## src/rtl/mem_access_arbiter.sv

```systemverilog
`default_nettype none
// ==========================================================================
// mem_access_arbiter - round-robin ICache/DCache arbiter with serial bitmaps
// Option macro: MEM_ACCESS_ARBITER_ORPHAN_CHECK_EN (sticky orphan flag)
// Revision: 1.0
// ==========================================================================
module mem_access_arbiter #(
  parameter int MSHR_NUM       = 2,
  parameter int PHY_ADDR_WIDTH = 32,
  parameter int LINE_BIT_WIDTH = 128,
  parameter int RS_W           = $clog2(MSHR_NUM + 1),
  parameter int WS_W           = $clog2(MSHR_NUM)
) (
  input  logic                      clk,
  input  logic                      rst,
  input  logic                      icReqValid,
  input  logic [PHY_ADDR_WIDTH-1:0] icReqAddr,
  output logic                      icAck,
  output logic [RS_W-1:0]           icSerial,
  input  logic                      dcReqValid,
  input  logic                      dcReqWe,
  input  logic [PHY_ADDR_WIDTH-1:0] dcReqAddr,
  input  logic [LINE_BIT_WIDTH-1:0] dcReqData,
  output logic                      dcAck,
  output logic [RS_W-1:0]           dcSerial,
  output logic [WS_W-1:0]           dcWSerial,
  output logic                      memReqValid,
  output logic                      memReqWe,
  output logic [PHY_ADDR_WIDTH-1:0] memReqAddr,
  output logic [LINE_BIT_WIDTH-1:0] memReqData,
  output logic [RS_W-1:0]           memReqSerial,
  output logic [WS_W-1:0]           memReqWSerial,
  input  logic                      memReqReady,
  input  logic                      memRdValid,
  input  logic [RS_W-1:0]           memRdSerial,
  input  logic [LINE_BIT_WIDTH-1:0] memRdData,
  input  logic                      memWrValid,
  input  logic [WS_W-1:0]           memWrSerial,
  output logic                      rdResValid,
  output logic [RS_W-1:0]           rdResSerial,
  output logic [LINE_BIT_WIDTH-1:0] rdResData,
  output logic                      wrResValid,
  output logic [WS_W-1:0]           wrResSerial,
  output logic                      errOrphanResp
);

  localparam int   RD_N    = MSHR_NUM + 1;
  localparam int   WR_N    = MSHR_NUM;
  localparam logic PRIO_IC = 1'b0;
  localparam logic PRIO_DC = 1'b1;

  logic [RD_N-1:0] rd_busy, rd_set, rd_clr;
  logic [WR_N-1:0] wr_busy, wr_set, wr_clr;
  logic [RS_W-1:0] rd_idx;
  logic [WS_W-1:0] wr_idx;
  logic            rr_prio;
  logic            slot_free, rd_avail, wr_avail;
  logic            ic_elig, dc_elig, grant_ic, grant_dc, grant_rd, grant_wr;

  // Lowest-index clear bit wins; the downward scan leaves the smallest index last.
  always_comb begin
    rd_idx = '0;
    wr_idx = '0;
    for (int i = RD_N - 1; i >= 0; i--) begin
      if (!rd_busy[i]) rd_idx = RS_W'(i);
    end
    for (int i = WR_N - 1; i >= 0; i--) begin
      if (!wr_busy[i]) wr_idx = WS_W'(i);
    end
  end

  assign rd_avail  = ~&rd_busy;
  assign wr_avail  = ~&wr_busy;
  assign slot_free = !memReqValid || memReqReady;

  assign ic_elig  = !rst && icReqValid && slot_free && rd_avail;
  assign dc_elig  = !rst && dcReqValid && slot_free && (dcReqWe ? wr_avail : rd_avail);
  assign grant_ic = ic_elig && (!dc_elig || rr_prio == PRIO_IC);
  assign grant_dc = dc_elig && (!ic_elig || rr_prio == PRIO_DC);
  assign grant_rd = grant_ic || (grant_dc && !dcReqWe);
  assign grant_wr = grant_dc && dcReqWe;

  assign icAck     = grant_ic;
  assign icSerial  = rd_idx;
  assign dcAck     = grant_dc;
  assign dcSerial  = rd_idx;
  assign dcWSerial = wr_idx;

  // Allocation uses the pre-edge bitmap, so a bit freed this cycle cannot be reallocated yet.
  always_comb begin
    rd_set = '0;
    rd_clr = '0;
    wr_set = '0;
    wr_clr = '0;
    for (int i = 0; i < RD_N; i++) begin
      rd_set[i] = grant_rd && (rd_idx == RS_W'(i));
      rd_clr[i] = memRdValid && (memRdSerial == RS_W'(i));
    end
    for (int i = 0; i < WR_N; i++) begin
      wr_set[i] = grant_wr && (wr_idx == WS_W'(i));
      wr_clr[i] = memWrValid && (memWrSerial == WS_W'(i));
    end
  end

  always_ff @(posedge clk) begin
    if (rst) begin
      rd_busy <= '0;
      wr_busy <= '0;
      rr_prio <= PRIO_IC;
    end else begin
      rd_busy <= (rd_busy & ~rd_clr) | rd_set;
      wr_busy <= (wr_busy & ~wr_clr) | wr_set;
      if (ic_elig && dc_elig) rr_prio <= grant_ic ? PRIO_DC : PRIO_IC;
    end
  end

  always_ff @(posedge clk) begin
    if (rst) begin
      memReqValid <= 1'b0;
    end else if (slot_free) begin
      memReqValid <= grant_ic || grant_dc;
    end
  end

  always_ff @(posedge clk) begin
    if (slot_free && (grant_ic || grant_dc)) begin
      memReqWe      <= grant_wr;
      memReqAddr    <= grant_ic ? icReqAddr : dcReqAddr;
      memReqData    <= dcReqData;
      memReqSerial  <= rd_idx;
      memReqWSerial <= wr_idx;
    end
  end

  assign rdResValid  = memRdValid && !rst;
  assign rdResSerial = memRdSerial;
  assign rdResData   = memRdData;
  assign wrResValid  = memWrValid && !rst;
  assign wrResSerial = memWrSerial;

`ifdef MEM_ACCESS_ARBITER_ORPHAN_CHECK_EN
  logic orphan;
  // Out-of-range serials produce an all-zero clear mask and so also count as orphans.
  assign orphan = (memRdValid && ((rd_busy & rd_clr) == '0)) ||
                  (memWrValid && ((wr_busy & wr_clr) == '0));

  always_ff @(posedge clk) begin
    if (rst) begin
      errOrphanResp <= 1'b0;
    end else if (orphan) begin
      errOrphanResp <= 1'b1;
      $error("mem_access_arbiter: response for non-allocated serial");
    end
  end
`else
  assign errOrphanResp = 1'b0;
`endif

endmodule
`default_nettype wire
```

## config.mk

```make
export PLATFORM = sky130hd
export DESIGN_NAME = mem_access_arbiter
export DESIGN_NICKNAME = d
export VERILOG_FILES = /design/src/rtl/mem_access_arbiter.sv
export SDC_FILE = /design/constraint.sdc
export NUM_CORES = 1
export LEC_CHECK = 0
export CORE_AREA = 2 2 247 249
export CTS_CLUSTER_DIAMETER = 40
export DETAILED_ROUTE_END_ITERATION = 8
export DIE_AREA = 0 0 249 251
export PLACE_DENSITY = 0.47
export REMOVE_ABC_BUFFERS = 1
export SLEW_MARGIN = 15
export SYNTH_ARGS = -nofsm -noshare
export SYNTH_HDL_FRONTEND = slang
export SYNTH_SLANG_ARGS = --single-unit
```

## constraint.sdc

```tcl
create_clock -name clk -period 22.8 [get_ports clk]
set_input_delay 3.42 -clock clk [delete_from_list [all_inputs] [get_ports clk]]
set_output_delay 3.42 -clock clk [all_outputs]
set_load 0.005 [all_outputs]
```

==> results.md, run 1 <==
* Initial drt markers at ~450
* RSZ-0062 raised after global routing: no
* Tmin final at 8770 ps
* CP dominant cell by count: clkdlybuf4s50_1
* Htree depth at 4
* Die width at around 250 um
* Worst Setup EP: dcAck
* Post-CTS Setup Inserts at 0
* Ports at between 600 and 700
* Fin. max-slew vios at 0
* GRT overflow at 0
* Drt first pass iters at 4
* Drt drc at 0
* CTS Buffer Depth at 2
* Outcome: complete, no violations
* Core Region at around 0.06 mm^2
* CP top delay family: buffers and inverters
* Worst setup path category: in2out
* All-Layer GR Usage at 16.6%
* DR WL/cell at 36.6 um
* Area after DPL at 0.0105 mm^2
* # rows at 90
* Post-DP HPWL at 45,600 um
* Setup TNS at 0 ps
* Hold_buf cts at 0
* Syn Area/Cell at approximately 18 um^2
* Routed wl met2 at 22,500 um
* Hold Crit Depth at 1
* Max-cap viol count at 0
* Startpoint Class: input port
* Clock root cell: clkbuf_16
* Final Cell Area at approximately 0.011 mm^2
* Top routing layer used: met5
* Hold_ws at around 530 ps
* Crit path capture type: output pin
* Ys Warns at 0
* Worst setup margin at around 14,000 ps
* Post-Syn Instances at 384
* Sequential fraction of the synthesis area at 75.0%
* CP Launch Point: dcReqWe
* Max FO, Critical Path at 4
* Worst path slowest cell: clkdlybuf4s50_1
* M1 wire length at about 12,000 um
* Netlist Area Pre-Place at about 0.0067 mm^2
* WP data arrival at 5350 ps
* Gpl congestion at about 0.86
* Cts bufs inserted at 17
* Slew headroom at between 30% and 40%
* Cell variety after synth at 32
* WL final at between 50,000 and 60,000 um
* HP Start: rd_busy[2]
* Synth area leader: edfxtp_1
* Synth area leaders: edfxtp_1, buf_4, mux2_2
* # clock sinks at approximately 170
* Post-CTS Resized at 0
* Reg2reg path depth at 5
* Worst path buffer plus inverter count at 2
* Reg2Reg Setup Slack at roughly 20,000 ps
* First-pass GRT wire length at between 60,000 and 70,000 um
* Clk pin slew, worst setup/hold paths at roughly 70 ps
* Fmax at roughly 110 MHz
* WP depth at 6
* Top cell type's share of synthesized area at approximately 73%
* Largest net degree at the start of global routing at 65
* Die area at about 0.062 mm^2
* Layout cells sized above 1 at a little over a tenth
* Worst skew pair latency at around 480 ps
* Period utilization at about two fifths
* Crit Reg-Reg Endpoint: memReqData[76]
* Pleak at 3.64 nW
* Slowest stage delay, CP at roughly 550 ps
* Worst slew pin tran at 910 ps
* Fill count at between 6,000 and 7,000
* Yosys reg bits at 171
* Final setup fails at 0
* Power density cells at 70.8 mW/mm^2
* Routed length on met3 at 15,900 um
* Hold Path Class: reg2reg
* Nets at slightly below 1,000
* Hold Vio Cnt, Final at 0
* Die Height at approximately 250 um
* Vias at between 4,000 and 5,000
* Count of input and output buffers at 379
* Post-DR vias/cell at 3.23
* DRT antenna net count at 0
* Reg-to-Reg Start: wr_busy[0]
* Crit path required time at between 15,000 and 20,000 ps
* Initial antenna violation count at 0
* Vias in the first global route at approximately 4,600
* CTS tree: built
* Initial core utilization at between 10% and 20%
* Pre-CTS setup slack at between 10,000 and 15,000 ps
* Maximum vdd ir drop at 0.0581 mV
* Area Overhead vs Synth at 65.3%
* Cells along the critical path: clkdlybuf4s50_1 -> nand3_1 -> nand2_1 -> or2_2 -> nor3_1 -> clkdlybuf4s50_1
* Setup Skew at around 12 ps
-- worst reg2reg max path: stages, from the launching register on --
cell	delay [ps]
dfxtp_1	380
nand3_1	180
nand2_1	160
a211oi_4	300
buf_4	460
buf_4	740
-- final cells by class --
type | count | area (um^2) | share of cell area (%)
tap | 782 | 978 | 8.77
clock buffer | 18 | 429 | 3.85
antenna | 1 | 2.50 | 0.0224
multi-input combinational | 72 | 642 | 5.75
sequential | 171 | 5060 | 45.4
inverter | 4 | 15.0 | 0.135
timing repair buffer | 384 | 3830 | 34.3
clock inverter | 13 | 191 | 1.72
-- worst min-delay path by stage --
stage,end
6_report,rd_busy[2]
5_1_grt,rd_busy[2]
4_1_cts,rd_busy[2]
3_5_place_dp,rd_busy[2]
3_3_place_gp,rd_busy[2]
2_1_floorplan,rd_busy[2]
-- stage by stage --
stage	util, %	total power, mW	instances
floorplan	-	0.402	247
global placement	17.6	0.474	1413
detailed placement	17.6	0.475	1413
CTS	18.7	0.807	1444
global route	18.7	0.819	1444
finish	18.7	0.789	1445
-- metal layers --
layer  vias up  global-route usage [%]
met5         -                    12.8
li1       1802                       -
met4        22                    4.14
met3        46                    23.6
met1      2171                    11.0
met2       630                    24.2
-- synth_stat cells --
| cell type | n |
|---|---|
| nor3b_1 | 1 |
| a211oi_1 | 1 |
| nand2_4 | 1 |
| nand3_1 | 3 |
| buf_4 | 134 |
| nand2_1 | 5 |
| and2b_2 | 1 |
| a311oi_4 | 1 |
| nor3_1 | 1 |
| a311oi_1 | 1 |
| mux2_2 | 32 |
| or2_2 | 1 |
| nand3b_1 | 2 |
| o41ai_1 | 1 |
| o21ai_0 | 1 |
| inv_1 | 4 |
| o2111ai_1 | 1 |
| buf_6 | 3 |
| o31ai_1 | 1 |
| a21oi_1 | 3 |
| dfxtp_1 | 7 |
| conb_1 | 1 |
| nand2b_1 | 2 |
| o21a_1 | 1 |
| o311ai_0 | 1 |
| nor2b_1 | 1 |
| edfxtp_1 | 164 |
| o211ai_1 | 1 |
| nor2_1 | 4 |
| a31oi_1 | 1 |
| a32o_1 | 2 |
| and2_1 | 1 |
-- cells by family (layout without fill, tap and decap cells) --
kind of cell,after synthesis,in the layout,synth area share [%]
AOI/OAI and AO/OA,16,16,2.04
muxes,32,32,5.34
other,1,2,0.0556
buffers and inverters,141,419,15.6
DFF,171,171,75.0
and+or+nand+nor,23,23,1.89
-- sequential cells by signal (all words and copies together), names as in the netlist --
register / flops
rr_prio: 1
wr_busy: 2
memReqValid: 1
memReqData: 128
memReqAddr: 32
memReqWe: 1
memReqSerial: 2
memReqWSerial: 1
rd_busy: 3
-- placed cells by master, fill, tap and decap left out, types with 2 or more instances in the layout --
cell / n
clkdlybuf4s50_1: 379
edfxtp_1: 164
mux2_2: 32
clkbuf_16: 17
dfxtp_1: 7
nand2_1: 5
buf_4: 5
inv_1: 4
nor2_1: 4
bufinv_16: 4
clkinv_4: 4
nand3_1: 3
a21oi_1: 3
nand2b_1: 2
nand3b_1: 2
a32o_1: 2
clkinvlp_4: 2
inv_6: 2
-- where the power goes --
part           switching, mW  leakage (nW)  internal (mW)
Sequential           0.00562          1.61          0.366
Clock                  0.139         0.295          0.183
Combinational         0.0317          1.73         0.0636
Total                  0.176          3.64          0.613
(Power assumes the default switching activity.)
==> run 2, diff against run 1 <==
==> constraint.sdc (replaced) <==
create_clock -name clk -period 8.11 [get_ports clk]
set_input_delay 1.2165 -clock clk [delete_from_list [all_inputs] [get_ports clk]]
set_output_delay 1.2165 -clock clk [all_outputs]
set_load 0.005 [all_outputs]
==> results.md, run 2 (same netlist as run 1, synthesis figures left out) <==
* Maximum vdd ir drop at 0.165 mV (was 0.0581 mV)
* Crit path required time at 6890 ps (was 19,380 ps)
* Worst setup path category: in2out (unchanged)
* Worst Setup EP: icAck (was dcAck)
* Fin. max-slew vios at 0 (unchanged)
* Initial drt markers at 412 (was 452)
* WP depth at 6 (unchanged)
* Vias in the first global route at 4,526 (was 4,551)
* Ports at 637 (unchanged)
* Clock root cell: clkbuf_16 (unchanged)
* Tmin final at roughly 4700 ps
* Initial antenna violation count at 0 (unchanged)
* Hold Vio Cnt, Final at 0 (unchanged)
* CTS Buffer Depth at 2 (unchanged)
* RSZ-0062 raised after global routing: no (unchanged)
* Area Overhead vs Synth at 64.4% (was 65.3%)
* Die width at 249 um (unchanged)
* Reg-to-Reg Start: wr_busy[0] (unchanged)
* Count of input and output buffers at 379 (unchanged)
* CP Launch Point: rst (was dcReqWe)
* Reg2Reg Setup Slack at 5340 ps (was 20,210 ps)
* Setup TNS at 0 ps (unchanged)
* Gpl congestion at 0.852 (was 0.860)
* Max FO, Critical Path at 33 (was 4)
* Pleak at 3.60 nW (was 3.64 nW)
* Slew headroom at 39.2% (was 39.4%)
* Largest net degree at the start of global routing at 69 (was 65)
* Crit Reg-Reg Endpoint: memReqData[44] (was memReqData[76])
* Hold Path Class: reg2reg (unchanged)
* Post-CTS Resized at 0 (unchanged)
* # rows at 90 (unchanged)
* Worst slew pin tran at 912 ps (was 910 ps)
* Setup Skew at 26.2 ps (was 12.1 ps)
* GRT overflow at 0 (unchanged)
* WL final at 52,800 um (was 52,900 um)
* Max-cap viol count at 0 (unchanged)
* CP top delay family: buffers and inverters (unchanged)
* Hold_ws at 546 ps (was 531 ps)
* Fill count at 6,491 (was 6,442)
* Worst path buffer plus inverter count at 4 (was 2)
* Post-route insts no fill at 1,443 (was 1,445)
* Clk pin slew, worst setup/hold paths at 80 ps (was 70 ps)
* First-pass GRT wire length at 62,200 um (was 62,300 um)
* Vias at 4,595 (was 4,671)
* Fmax at 211 MHz
* Period utilization at 58.4%
* DP Cell Count at 1,412 (was 1,413)
* Nets at 980 (was 981)
* Final Cell Area at 0.0111 mm^2 (was 0.0112 mm^2)
* Reg2reg path depth at 5 (unchanged)
* Commonest non-fill, non-tap cell in the layout: clkdlybuf4s50_1 (unchanged)
* # diodes at 0 (was 1)
* Area after DPL at 0.0105 mm^2 (about the same)
* Hold_buf cts at 0 (unchanged)
* Slowest stage delay, CP at 620 ps (was 550 ps)
* CP dominant cell by count: clkdlybuf4s50_1 (unchanged)
* Core Region at 0.0598 mm^2 (unchanged)
* Layout cells sized above 1 at 10.6% (was 10.7%)
* Final core utilization at 18.6% (was 18.7%)
* Largest registers: memReqData (128), memReqAddr (32), rd_busy (3) (unchanged)
* Cts bufs inserted at 17 (unchanged)
* Power density cells at 194 mW/mm^2 (was 70.8 mW/mm^2)
* Most frequent cells in the layout: clkdlybuf4s50_1, edfxtp_1, mux2_2, clkbuf_16, dfxtp_1 (unchanged)
* All-Layer GR Usage at 16.6% (about the same)
* DR WL/cell at 36.6 um (about the same)
* Biggest register: memReqData (unchanged)
* Startpoint Class: input port (unchanged)
* Initial core utilization at 11.3% (unchanged)
* Outcome: complete, no violations (unchanged)
* Die Height at 251 um (unchanged)
* Post-CTS Setup Inserts at 0 (unchanged)
* CTS tree: built (unchanged)
* Drt drc at 0 (unchanged)
* Post-DR vias/cell at 3.18 (was 3.23)
* Cells along the critical path: clkdlybuf4s50_1 -> inv_1 -> nand2_4 -> a311oi_4 -> buf_4 -> clkdlybuf4s50_1 (was clkdlybuf4s50_1 -> nand3_1 -> nand2_1 -> or2_2 -> nor3_1 -> clkdlybuf4s50_1)
* Die area at 0.0625 mm^2 (unchanged)
* Final setup fails at 0 (unchanged)
* Worst skew pair latency at 490 ps (was 480 ps)
* # clock sinks at 171 (unchanged)
* DRT antenna net count at 0 (unchanged)
* Htree depth at 4 (unchanged)
* Drt first pass iters at 4 (unchanged)
* Largest register FFs at 128 (unchanged)
* Post-DP HPWL at 45,500 um (was 45,600 um)
* WP data arrival at 3520 ps (was 5350 ps)
* Crit path capture type: output pin (unchanged)
* Worst path slowest cell: clkdlybuf4s50_1 (unchanged)
[run 2: changes by cell type in the layout (fill, tap and decap cells not counted)]
cell / before / now
buf_4: 5 / 4
bufinv_16: 4 / 2
clkinv_4: 4 / 2
clkinvlp_4: 2 / 6
diode_2: 1 / 0
[run 2: cell type report]
| class | instances | area [um^2] | area share (%) |
|---|---|---|---|
| clock buffers | 18 | 429 | 3.87 |
| clock inverters | 13 | 144 | 1.30 |
| inverters | 4 | 15.0 | 0.135 |
| multi-input cells | 72 | 642 | 5.78 |
| flip-flops and latches | 171 | 5060 | 45.6 |
| well taps | 782 | 978 | 8.82 |
| repair buffers | 383 | 3820 | 34.5 |
[run 2: worst min path at each step]
| stage | endpoint | depth (start not counted) | from |
|---|---|---|---|
| 6_report | rd_busy[0] | 1 | rd_busy[0] |
| 3_5_place_dp | rd_busy[2] | 1 | rd_busy[2] |
| 3_3_place_gp | rd_busy[2] | 1 | rd_busy[2] |
| 4_1_cts | rd_busy[2] | 1 | rd_busy[2] |
| 5_1_grt | rd_busy[2] | 1 | rd_busy[2] |
| 2_1_floorplan | rd_busy[2] | 1 | rd_busy[2] |
[run 2: through the flow]
| step | total power, mW | worst slack [ps] |
|---|---|---|
| finish | 2.15 | 3370 |
| global route | 2.24 | 3220 |
| CTS | 2.21 | 3310 |
| floorplan | 1.13 | -6270 |
| detailed placement | 1.33 | 3320 |
| global placement | 1.33 | 3350 |
[run 2: routing by layer]
| layer | track usage (%) | vias to the layer above | share of wire, % |
|---|---|---|---|
| li1 | - | 1797 | - |
| met1 | 10.8 | 2112 | 24 |
| met2 | 24.3 | 626 | 43 |
| met3 | 24.7 | 48 | 30 |
| met4 | 3.98 | 12 | 1.1 |
| met5 | 6.95 | - | 1.3 |
[run 2: report_power, final]
group	internal (mW)	switching, mW
Sequential	1.03	0.0159
Clock	0.452	0.390
Combinational	0.178	0.0875
==> run 3, diff against run 2 <==
==> constraint.sdc (replaced) <==
create_clock -name clk -period 4.9 [get_ports clk]
set_input_delay 0.735 -clock clk [delete_from_list [all_inputs] [get_ports clk]]
set_output_delay 0.735 -clock clk [all_outputs]
set_load 0.005 [all_outputs]
==> results.md, run 3 (same netlist as run 1, synthesis figures left out) <==
* Outcome: complete, no violations (unchanged)
* Worst setup path category: in2out (unchanged)
* Post-DP HPWL at 45,400 um (was 45,500 um)
* Routed wl met2 at 22,300 um (was 22,800 um)
* Hold Crit Depth at 1 (unchanged)
* Initial core utilization at 11.3% (unchanged)
* Die area at 0.0625 mm^2 (unchanged)
* Core Region at 0.0598 mm^2 (unchanged)
* Initial drt markers at 427 (was 412)
* DRT antenna net count at 0 (unchanged)
* Largest register FFs at 128 (unchanged)
* Worst path buffer plus inverter count at 2 (was 4)
* Commonest non-fill, non-tap cell in the layout: clkdlybuf4s50_1 (unchanged)
* Initial antenna violation count at 0 (unchanged)
* # diodes at 0 (unchanged)
* Cells along the critical path: clkdlybuf4s50_1 -> nand3_1 -> nand2_1 -> or2_2 -> nor3_1 -> clkdlybuf4s50_1 (was clkdlybuf4s50_1 -> inv_1 -> nand2_4 -> a311oi_4 -> buf_4 -> clkdlybuf4s50_1)
* Htree depth at 4 (unchanged)
* Tmin final at 3420 ps
* CTS tree: built (unchanged)
* Area Overhead vs Synth at 64.8% (was 64.4%)
* Max FO, Critical Path at 4 (was 33)
* Area after DPL at 0.0105 mm^2 (about the same)
* Gpl congestion at 0.867 (was 0.852)
* CTS Buffer Depth at 2 (unchanged)
* Post-CTS Setup Inserts at 0 (unchanged)
* Hold_buf cts at 0 (unchanged)
* Vias in the first global route at 4,486 (was 4,526)
* Top routing layer used: met5 (unchanged)
* Slowest stage delay, CP at 560 ps (was 620 ps)
* Hold Vio Cnt, Final at 0 (unchanged)
* Die width at 249 um (unchanged)
* # clock sinks at 171 (unchanged)
* Fmax at just under 300 MHz
* M1 wire length at 12,900 um (was 12,600 um)
* All-Layer GR Usage at 16.5% (was 16.6%)
* First-pass GRT wire length at 62,100 um (was 62,200 um)
* RSZ-0062 raised after global routing: no (unchanged)
* Worst slew pin tran at 611 ps (was 912 ps)
* Hold worst-path end: rd_busy[2] (was rd_busy[0])
* Post-CTS Resized at 0 (unchanged)
* Crit Reg-Reg Endpoint: memReqAddr[28] (was memReqData[44])
* Power density cells at 322 mW/mm^2 (was 194 mW/mm^2)
* Slew headroom at 59.3% (was 39.2%)
* DR WL/cell at 36.4 um (was 36.6 um)
* Reg2reg path depth at 5 (unchanged)
* Final Cell Area at 0.0111 mm^2 (about the same)
* Die Height at 251 um (unchanged)
* Pleak at 3.62 nW (was 3.60 nW)
* Crit path required time at 4160 ps (was 6890 ps)
* Final setup fails at 0 (unchanged)
* Period utilization at about 70%
* Post-route insts no fill at 1,442 (was 1,443)
* WP data arrival at 2680 ps (was 3520 ps)
* Nets at 979 (was 980)
* Hold Path Class: reg2reg (unchanged)
* Routed length on met3 at 15,700 um (was 16,100 um)
* Vias at 4,627 (was 4,595)
* Crit path capture type: output pin (unchanged)
* CP top delay family: buffers and inverters (unchanged)
* Cts bufs inserted at 17 (unchanged)
* Count of input and output buffers at 379 (unchanged)
* Drt drc at 0 (unchanged)
* Pre-CTS setup slack at 1530 ps (was 3320 ps)
* HP Start: rd_busy[2] (was rd_busy[0])
* Max-cap viol count at 0 (unchanged)
* Most frequent cells in the layout: clkdlybuf4s50_1, edfxtp_1, mux2_2, clkbuf_16, dfxtp_1 (unchanged)
* Ports at 637 (unchanged)
* Clock root cell: clkbuf_16 (unchanged)
* Reg-to-Reg Start: rd_busy[0] (was wr_busy[0])
* GRT overflow at 0 (unchanged)
* Fin. max-slew vios at 0 (unchanged)
* Post-DR vias/cell at 3.21 (was 3.18)
* CP dominant cell by count: clkdlybuf4s50_1 (unchanged)
* Worst path slowest cell: clkdlybuf4s50_1 (unchanged)
* Largest net degree at the start of global routing at 87 (was 69)
* Worst setup margin at 1480 ps (was 3370 ps)
* Drt first pass iters at 4 (unchanged)
* DP Cell Count at 1,411 (was 1,412)
* Setup Skew at 8.89 ps (was 26.2 ps)
* Worst skew pair latency at 470 ps (was 490 ps)
* # rows at 90 (unchanged)
* Clk pin slew, worst setup/hold paths at 70 ps (was 80 ps)
* Fill count at 6,427 (was 6,491)
* Largest registers: memReqData (128), memReqAddr (32), rd_busy (3) (unchanged)
* WL final at 52,400 um (was 52,800 um)
* Biggest register: memReqData (unchanged)
* Reg2Reg Setup Slack at 2630 ps (was 5340 ps)
* Layout cells sized above 1 at 10.2% (was 10.6%)
* Startpoint Class: input port (unchanged)
* Maximum vdd ir drop at 0.268 mV (was 0.165 mV)
==> run 3: changes by cell type in the layout (fill, tap and decap cells not counted) <==
cell        delta
buf_12         +2
buf_4          -3
bufinv_16      +1
clkbuf_1       -1
clkinv_1       +3
clkinv_2       +3
clkinv_4       -2
clkinvlp_4     -4
==> run 3: stage by stage <==
stage	hold WS (ps)	setup TNS (ps)	util [%]	power [mW]
after floorplan	493	-1475970	-	1.87
after global placement	515	0	17.6	2.21
after detailed placement	525	0	17.6	2.21
after CTS	551	0	18.6	3.66
after global routing	570	0	18.6	3.73
final	552	0	18.6	3.59
==> run 3: worst max-delay path by stage <==
stage | start | to | slack [ps] | depth (start not counted)
floorplan | memReqReady | memReqAddr[0] | -9000 | 3
global placement | dcReqWe | dcAck | 1520 | 6
detailed placement | dcReqWe | dcAck | 1530 | 6
CTS | dcReqWe | dcAck | 1510 | 6
global route | dcReqWe | dcAck | 1420 | 6
finish | dcReqWe | dcAck | 1480 | 6
==> run 3: layer usage <==
layer | GRT usage [%] | vias to the layer above
met5 | 9.03 | -
met1 | 11.5 | 2138
li1 | - | 1796
met3 | 23.5 | 43
met2 | 23.9 | 634
met4 | 4.05 | 16
==> run 3: final cells by class <==
type | count | area (um^2) | share of cell area [%]
clock buffers | 17 | 425 | 3.83
clock inverters | 14 | 153 | 1.37
inverters | 4 | 15.0 | 0.135
well taps | 782 | 978 | 8.80
repair buffers | 382 | 3840 | 34.5
flip-flops and latches | 171 | 5060 | 45.5
multi-input cells | 72 | 642 | 5.77
==> run 3: report_power, final <==
part           total (mW)  internal [mW]  switching (mW)
Combinational       0.442          0.298           0.144
Sequential           1.73           1.70          0.0268
Clock                1.41          0.790           0.622
